--- src/rtl/flash_write_sched.sv ---
// Flash write scheduler: splits a byte-range write into page bursts,
// triggers page programs and polls WIP between them.
module flash_write_sched #(
  parameter int PAGE_SIZE = 256,
  parameter int LEN_W     = 16,
  parameter int POLL_GAP  = 64,
  parameter int POLL_MAX  = 1024
) (
  input  logic             system_clk,
  input  logic             system_reset,
  input  logic             start,
  input  logic [31:0]      start_addr,
  input  logic [LEN_W-1:0] total_len,
  input  logic             mode,
  output logic             pp_key,
  output logic [31:0]      pp_addr,
  output logic [8:0]       pp_num,
  output logic             pp_mode,
  input  logic             pp_done,
  output logic             rdsr_req,
  input  logic             rdsr_done,
  input  logic [7:0]       rdsr_status,
  output logic             busy,
  output logic             done,
  output logic             err,
  output logic [LEN_W-1:0] pages_done
);

  localparam int OFF_W  = $clog2(PAGE_SIZE);
  localparam int GAP_W  = $clog2(POLL_GAP + 1);
  localparam int PCNT_W = $clog2(POLL_MAX + 1);

  localparam logic [GAP_W-1:0]  GAP_LAST = GAP_W'(POLL_GAP - 1);
  localparam logic [PCNT_W-1:0] PCNT_MAX = PCNT_W'(POLL_MAX);
  localparam logic [8:0]        PAGE_W9  = 9'(PAGE_SIZE);

  typedef enum logic [3:0] {
    S_IDLE,
    S_CALC,
    S_ISSUE,
    S_WAIT_PP,
    S_GAP,
    S_POLL,
    S_POLL_WAIT,
    S_NEXT,
    S_FIN
  } state_t;

  state_t             state;
  logic [31:0]        addr_q;
  logic [LEN_W-1:0]   rem_q;
  logic [8:0]         chunk_q;
  logic [GAP_W-1:0]   gap_cnt;
  logic [PCNT_W-1:0]  poll_cnt;
  logic               pp_done_q;

  logic [8:0]         room;
  logic [8:0]         chunk_c;
  logic [31:0]        rem_ext;
  logic               pp_rise;
  logic               wip;
  logic               unused_status;

  assign wip           = rdsr_status[0];
  assign unused_status = ^rdsr_status[7:1];
  assign pp_rise       = pp_done & ~pp_done_q;

  // Burst size: remaining bytes clipped at the next page boundary
  always_comb begin
    room    = PAGE_W9 - 9'(addr_q[OFF_W-1:0]);
    rem_ext = 32'(rem_q);
    chunk_c = room;
    if (rem_ext < 32'(room)) begin
      chunk_c = rem_ext[8:0];
    end
  end

  // Sequencer: page bursts, WIP polling and registered host outputs
  always_ff @(posedge system_clk) begin
    if (system_reset) begin
      state      <= S_IDLE;
      addr_q     <= '0;
      rem_q      <= '0;
      chunk_q    <= '0;
      gap_cnt    <= '0;
      poll_cnt   <= '0;
      pp_done_q  <= 1'b0;
      pp_key     <= 1'b0;
      pp_addr    <= '0;
      pp_num     <= '0;
      pp_mode    <= 1'b0;
      rdsr_req   <= 1'b0;
      busy       <= 1'b0;
      done       <= 1'b0;
      err        <= 1'b0;
      pages_done <= '0;
    end else begin
      pp_done_q <= pp_done;
      pp_key    <= 1'b0;
      rdsr_req  <= 1'b0;
      done      <= 1'b0;
      unique case (state)
        S_IDLE: begin
          if (start) begin
            addr_q     <= start_addr;
            rem_q      <= total_len;
            pp_mode    <= mode;
            err        <= 1'b0;
            pages_done <= '0;
            busy       <= 1'b1;
            state      <= S_CALC;
          end
        end
        S_CALC: begin
          if (rem_q == '0) begin
            done  <= 1'b1;
            state <= S_FIN;
          end else begin
            pp_addr <= addr_q;
            pp_num  <= chunk_c;
            chunk_q <= chunk_c;
            pp_key  <= 1'b1;
            state   <= S_ISSUE;
          end
        end
        S_ISSUE: begin
          state <= S_WAIT_PP;
        end
        S_WAIT_PP: begin
          if (pp_rise) begin
            gap_cnt  <= '0;
            poll_cnt <= '0;
            state    <= S_GAP;
          end
        end
        S_GAP: begin
          if (gap_cnt == GAP_LAST) begin
            gap_cnt  <= '0;
            rdsr_req <= 1'b1;
            state    <= S_POLL;
          end else begin
            gap_cnt <= gap_cnt + GAP_W'(1);
          end
        end
        S_POLL: begin
          poll_cnt <= poll_cnt + PCNT_W'(1);
          state    <= S_POLL_WAIT;
        end
        S_POLL_WAIT: begin
          if (rdsr_done) begin
            if (!wip) begin
              state <= S_NEXT;
            end else if (poll_cnt >= PCNT_MAX) begin
              err   <= 1'b1;
              done  <= 1'b1;
              state <= S_FIN;
            end else begin
              gap_cnt <= '0;
              state   <= S_GAP;
            end
          end
        end
        S_NEXT: begin
          addr_q     <= addr_q + 32'(chunk_q);
          rem_q      <= rem_q - LEN_W'(chunk_q);
          pages_done <= pages_done + LEN_W'(1);
          state      <= S_CALC;
        end
        S_FIN: begin
          busy  <= 1'b0;
          state <= S_IDLE;
        end
        default: begin
          state <= S_IDLE;
        end
      endcase
    end
  end

endmodule
--- config.mk ---
export PLATFORM = sky130hd
export DESIGN_NAME = flash_write_sched
export DESIGN_NICKNAME = d
export VERILOG_FILES = /design/src/rtl/flash_write_sched.sv
export SDC_FILE = /design/constraint.sdc
export NUM_CORES = 1
export LEC_CHECK = 0
export ABC_CLOCK_PERIOD_IN_PS = 8000
export BUFFER_PORTS_ARGS = -buffer_cell sky130_fd_sc_hd__buf_2
export CAP_MARGIN = 10
export CORE_UTILIZATION = 56
export DETAILED_ROUTE_END_ITERATION = 10
export PLACE_DENSITY = 0.92
export REMOVE_ABC_BUFFERS = 1
export SLEW_MARGIN = 20
export SYNTH_ARGS = -nofsm -noshare
export SYNTH_HDL_FRONTEND = slang
export SYNTH_SLANG_ARGS = --single-unit
--- constraint.sdc ---
create_clock -name system_clk -period 8 [get_ports system_clk]
set_clock_uncertainty 0.15 [all_clocks]
set_input_delay 1.6 -clock system_clk [delete_from_list [all_inputs] [get_ports system_clk]]
set_output_delay 1.6 -clock system_clk [all_outputs]
set_load 0.01 [all_outputs]
==> results_dict.tcl <==
set metrics [dict create \
    timing.critical_path.fanout_max 9 \
    synth_cells 934 \
    cts_tree "done" \
    cpPeakStageDelay_ps 510 \
    hp-class "flop to flop" \
    fin_total_pwr_uw 2560 \
    firstDrtPassIters 6 \
    placeableCoreArea_um2 12700 \
    max_slew_margin_pct 42.3 \
    grt_pass1_vias 6584 \
    critical_path.reg2reg.endpoint "chunk_q[3]$_SDFFE_PP0P_" \
    cts_resized 0 \
    gr-usage-all-layers_pct 28.7 \
    num-nets-final 1117 \
    final_layout_size_suffix_gt1_share_pct 18.0 \
    drt-vias-per-instance 6.08 \
    r2r_slack_ps 4520 \
    width_of_the_die_um 116 \
    end_kind "flop" \
    max-cap-violations 0 \
    post_drt_wl_per_cell_um 15.8 \
    syn2layout_area_growth_pct 17.4 \
    highest_ir_drop_seen_on_vdd_uv 154 \
    critical_path_class "flop to flop" \
    min_from "pp_addr[12]$_SDFFE_PP0P_" \
    worstHoldPathCells 2 \
    cts.hold.buffers_added 0 \
    die_span_in_y_um 116 \
    detailedPlacementHpwl_mm 12.5 \
    clk-insertion-delay-late_ps 430 \
    timing.final.setup_violations 0 \
    num_vias 7346 \
    arrival_ps 3670 \
    worst_ep_required_time_ps 8190 \
    design.die.area_um2 13500 \
    grt_start_max_net_pins 85 \
    worstPathBufferInverterCount 0 \
    worst_hold_path.endpoint "pp_addr[12]$_SDFFE_PP0P_" \
    asyncSetResetFlopFracSynth_pct 0 \
    grt_antenna_before_repair 1 \
    fin_cells 1208 \
    post_synth_instance_area_um2 7320 \
    cts.reportedPaths.clkPinSlew_ps 60 \
    count_of_flip_flops_with_a_built_in_enable_after_synthesis 0 \
    fin_hold_ws_ps 298 \
    ff2ff_path_depth 10 \
    drcViolationCount 0 \
    tritoncts.num_buffers 17 \
    worst-path-stages 10 \
    hold_violations 0 \
    totalWireLength_mm 19.1 \
    layout_min_cycle_time_ps 3480 \
    setup_repair_after_global_routing_missed_its_margin "false" \
    cts.sinks 134 \
    cp_cell_sequence "nor3_1 -> nor3b_1 -> xor2_1 -> ha_1 -> a21oi_1 -> o21ai_0 -> a21o_1 -> a211o_1 -> mux2_4 -> a211oi_2" \
    slew_viol_final 0 \
    numPlacedInstances 1176 \
    critical-path-slowest-cell "sky130_fd_sc_hd__a211o_1" \
    cts_max_path_buffers 2 \
    synth_flop_cell "sky130_fd_sc_hd__dfxtp_1" \
    status "finished clean" \
    placementRows 41 \
    yosys_register_bits 134 \
    detail_route.iter0.violations 600 \
    grt_first_pass_wirelength_mm 30.6 \
    worstMarginPinSlew_ps 854 \
    syn_area_per_cell_um2 7.84 \
    setup.worst_path.start_class "flop" \
    initial_utilization_pct 57.8 \
    cpLargestDelayFamily "compound AO/OA/AOI/OAI gates" \
    drtAntennaViolNets 0 \
    cts-htree-levels 4 \
    grt_remaining_overflow 0 \
    yosys_warnings 0 \
    rr_startpoint "addr_q[0]$_SDFFE_PP0P_" \
    totalNegativeSetupSlack_ps 0 \
    io_buffer_count 117 \
    gp_routability_congestion 0.908 \
    synth_sequential_area_ratio_pct 36.6 \
    postCtsSetupRepairBufs 0 \
    ios 125 \
    yosysUniqueCellTypes 62 \
    leakage_power_summed_over_all_cells_uw 0.00337 \
    clock.fmax_ghz 0.287 \
    cellPowerDensity_nw_per_um2 298 \
    clock-root-buffer "sky130_fd_sc_hd__clkbuf_16" \
    post-route-period-util_pct 43.5 \
]
==> routing by layer <==
| layer | GRT usage (%) | share of wire (%) |
|---|---|---|
| met1 | 35.3 | 44 |
| met2 | 48.6 | 47 |
| met3 | 5.35 | 6.2 |
| met4 | 13.2 | 2.4 |
| met5 | 0 | 0 |
==> synthesized netlist by cell type (8+ instances only) <==
library cell | number | area [µm²]
sky130_fd_sc_hd__nand3_1 | 41 | 205
sky130_fd_sc_hd__inv_1 | 35 | 131
sky130_fd_sc_hd__nor2_1 | 66 | 248
sky130_fd_sc_hd__nand2_1 | 127 | 477
sky130_fd_sc_hd__xnor2_1 | 12 | 105
sky130_fd_sc_hd__or4_1 | 8 | 60.1
sky130_fd_sc_hd__a31oi_1 | 17 | 106
sky130_fd_sc_hd__a21oi_1 | 109 | 546
sky130_fd_sc_hd__nand4_1 | 9 | 56.3
sky130_fd_sc_hd__a22oi_1 | 11 | 82.6
sky130_fd_sc_hd__o21ai_0 | 36 | 180
sky130_fd_sc_hd__o211ai_1 | 10 | 75.1
sky130_fd_sc_hd__dfxtp_1 | 134 | 2680
sky130_fd_sc_hd__nor3_1 | 37 | 185
sky130_fd_sc_hd__a211oi_1 | 15 | 113
sky130_fd_sc_hd__or3_1 | 16 | 100
sky130_fd_sc_hd__xor2_1 | 9 | 78.8
sky130_fd_sc_hd__ha_1 | 30 | 375
sky130_fd_sc_hd__nor2b_1 | 11 | 68.8
sky130_fd_sc_hd__and3_1 | 18 | 113
sky130_fd_sc_hd__clkbuf_1 | 46 | 173
sky130_fd_sc_hd__nor4_1 | 11 | 68.8
==> area by class of cell <==
cell class                      instances  area [µm²]
Fill cell                            1035        4070
Inverter                               35         131
Multi-Input combinational cell        709        4300
Timing Repair Buffer                  126         656
Clock inverter                          8         121
Tap cell                              172         215
Sequential cell                       134        2680
Clock buffer                           23         488
Antenna cell                            1        2.50
==> per-stage QoR <==
stage          worst slack, ps  util [%]  cell area [µm²]
2_1_floorplan             3830         -             7100
3_3_place_gp              4280      63.0             7990
3_5_place_dp              4240      63.0             7990
4_1_cts                   4590      67.8             8600
5_1_grt                   4490      67.9             8600
6_report                  4520      67.9             8600
==> layout by cell type, fill, tap and decap left out, types with 10 or more instances in the layout <==
cell type	instances
sky130_fd_sc_hd__nor2_1	64
sky130_fd_sc_hd__inv_1	35
sky130_fd_sc_hd__nand2_1	127
sky130_fd_sc_hd__xnor2_1	12
sky130_fd_sc_hd__nor3_1	36
sky130_fd_sc_hd__buf_4	10
sky130_fd_sc_hd__buf_2	116
sky130_fd_sc_hd__or3_1	16
sky130_fd_sc_hd__a22oi_1	11
sky130_fd_sc_hd__nor2b_1	11
sky130_fd_sc_hd__o21ai_0	36
sky130_fd_sc_hd__nor4_1	11
sky130_fd_sc_hd__a211oi_1	15
sky130_fd_sc_hd__a31oi_1	17
sky130_fd_sc_hd__nand3_1	40
sky130_fd_sc_hd__dfxtp_1	134
sky130_fd_sc_hd__o211ai_1	10
sky130_fd_sc_hd__and3_1	17
sky130_fd_sc_hd__ha_1	30
sky130_fd_sc_hd__clkbuf_16	17
sky130_fd_sc_hd__a21oi_1	109
==> cell families (layout without fill, tap and decap cells) <==
family,count (synthesis),in the layout,share of synthesized area [%]
AO/OA/AOI/OAI,263,263,22.8
XOR/XNOR,21,21,2.51
multiplexers,15,15,2.55
AND/OR/NAND/NOR,378,378,25.0
adder cells (fa/ha/maj),32,32,5.67
other,0,1,0
buffers and inverters,91,192,4.84
flip-flops,134,134,36.6
==> registers in the layout (all words and copies together), names as in the netlist <==
register    cells
chunk_q         9
pp_key          1
poll_cnt       11
pages_done     16
err             1
pp_mode         1
addr_q         32
gap_cnt         7
rdsr_req        1
busy            1
pp_addr        32
state           4
done            1
pp_done_q       1
rem_q          16
==> power breakdown <==
part           switching, µW  internal, µW
Combinational            533           365
Sequential               106           747
Clock                    288           520
==> worst register-to-register path: stages (launching register included) <==
cell and delay, ps:
sky130_fd_sc_hd__dfxtp_1 400, sky130_fd_sc_hd__nor3_1 400, sky130_fd_sc_hd__nor3b_1 350, sky130_fd_sc_hd__xor2_1 250
sky130_fd_sc_hd__ha_1 280, sky130_fd_sc_hd__a21oi_1 160, sky130_fd_sc_hd__o21ai_0 130, sky130_fd_sc_hd__a21o_1 180
sky130_fd_sc_hd__a211o_1 510, sky130_fd_sc_hd__mux2_4 380, sky130_fd_sc_hd__a211oi_2 220
==> how the worst max path moves through the flow <==
stage                                      start                 endpoint  slack [ps]
after floorplan                            start    rem_q[7]$_SDFFE_PP0P_        3830
after global placement              system_reset  addr_q[28]$_SDFFE_PP0P_        4280
after detailed placement            system_reset  addr_q[28]$_SDFFE_PP0P_        4240
after CTS                 addr_q[0]$_SDFFE_PP0P_  chunk_q[6]$_SDFFE_PP0P_        4590
after global routing      addr_q[0]$_SDFFE_PP0P_  addr_q[20]$_SDFFE_PP0P_        4490
final                     addr_q[0]$_SDFFE_PP0P_  chunk_q[3]$_SDFFE_PP0P_        4520
(Power assumes the default switching activity.)
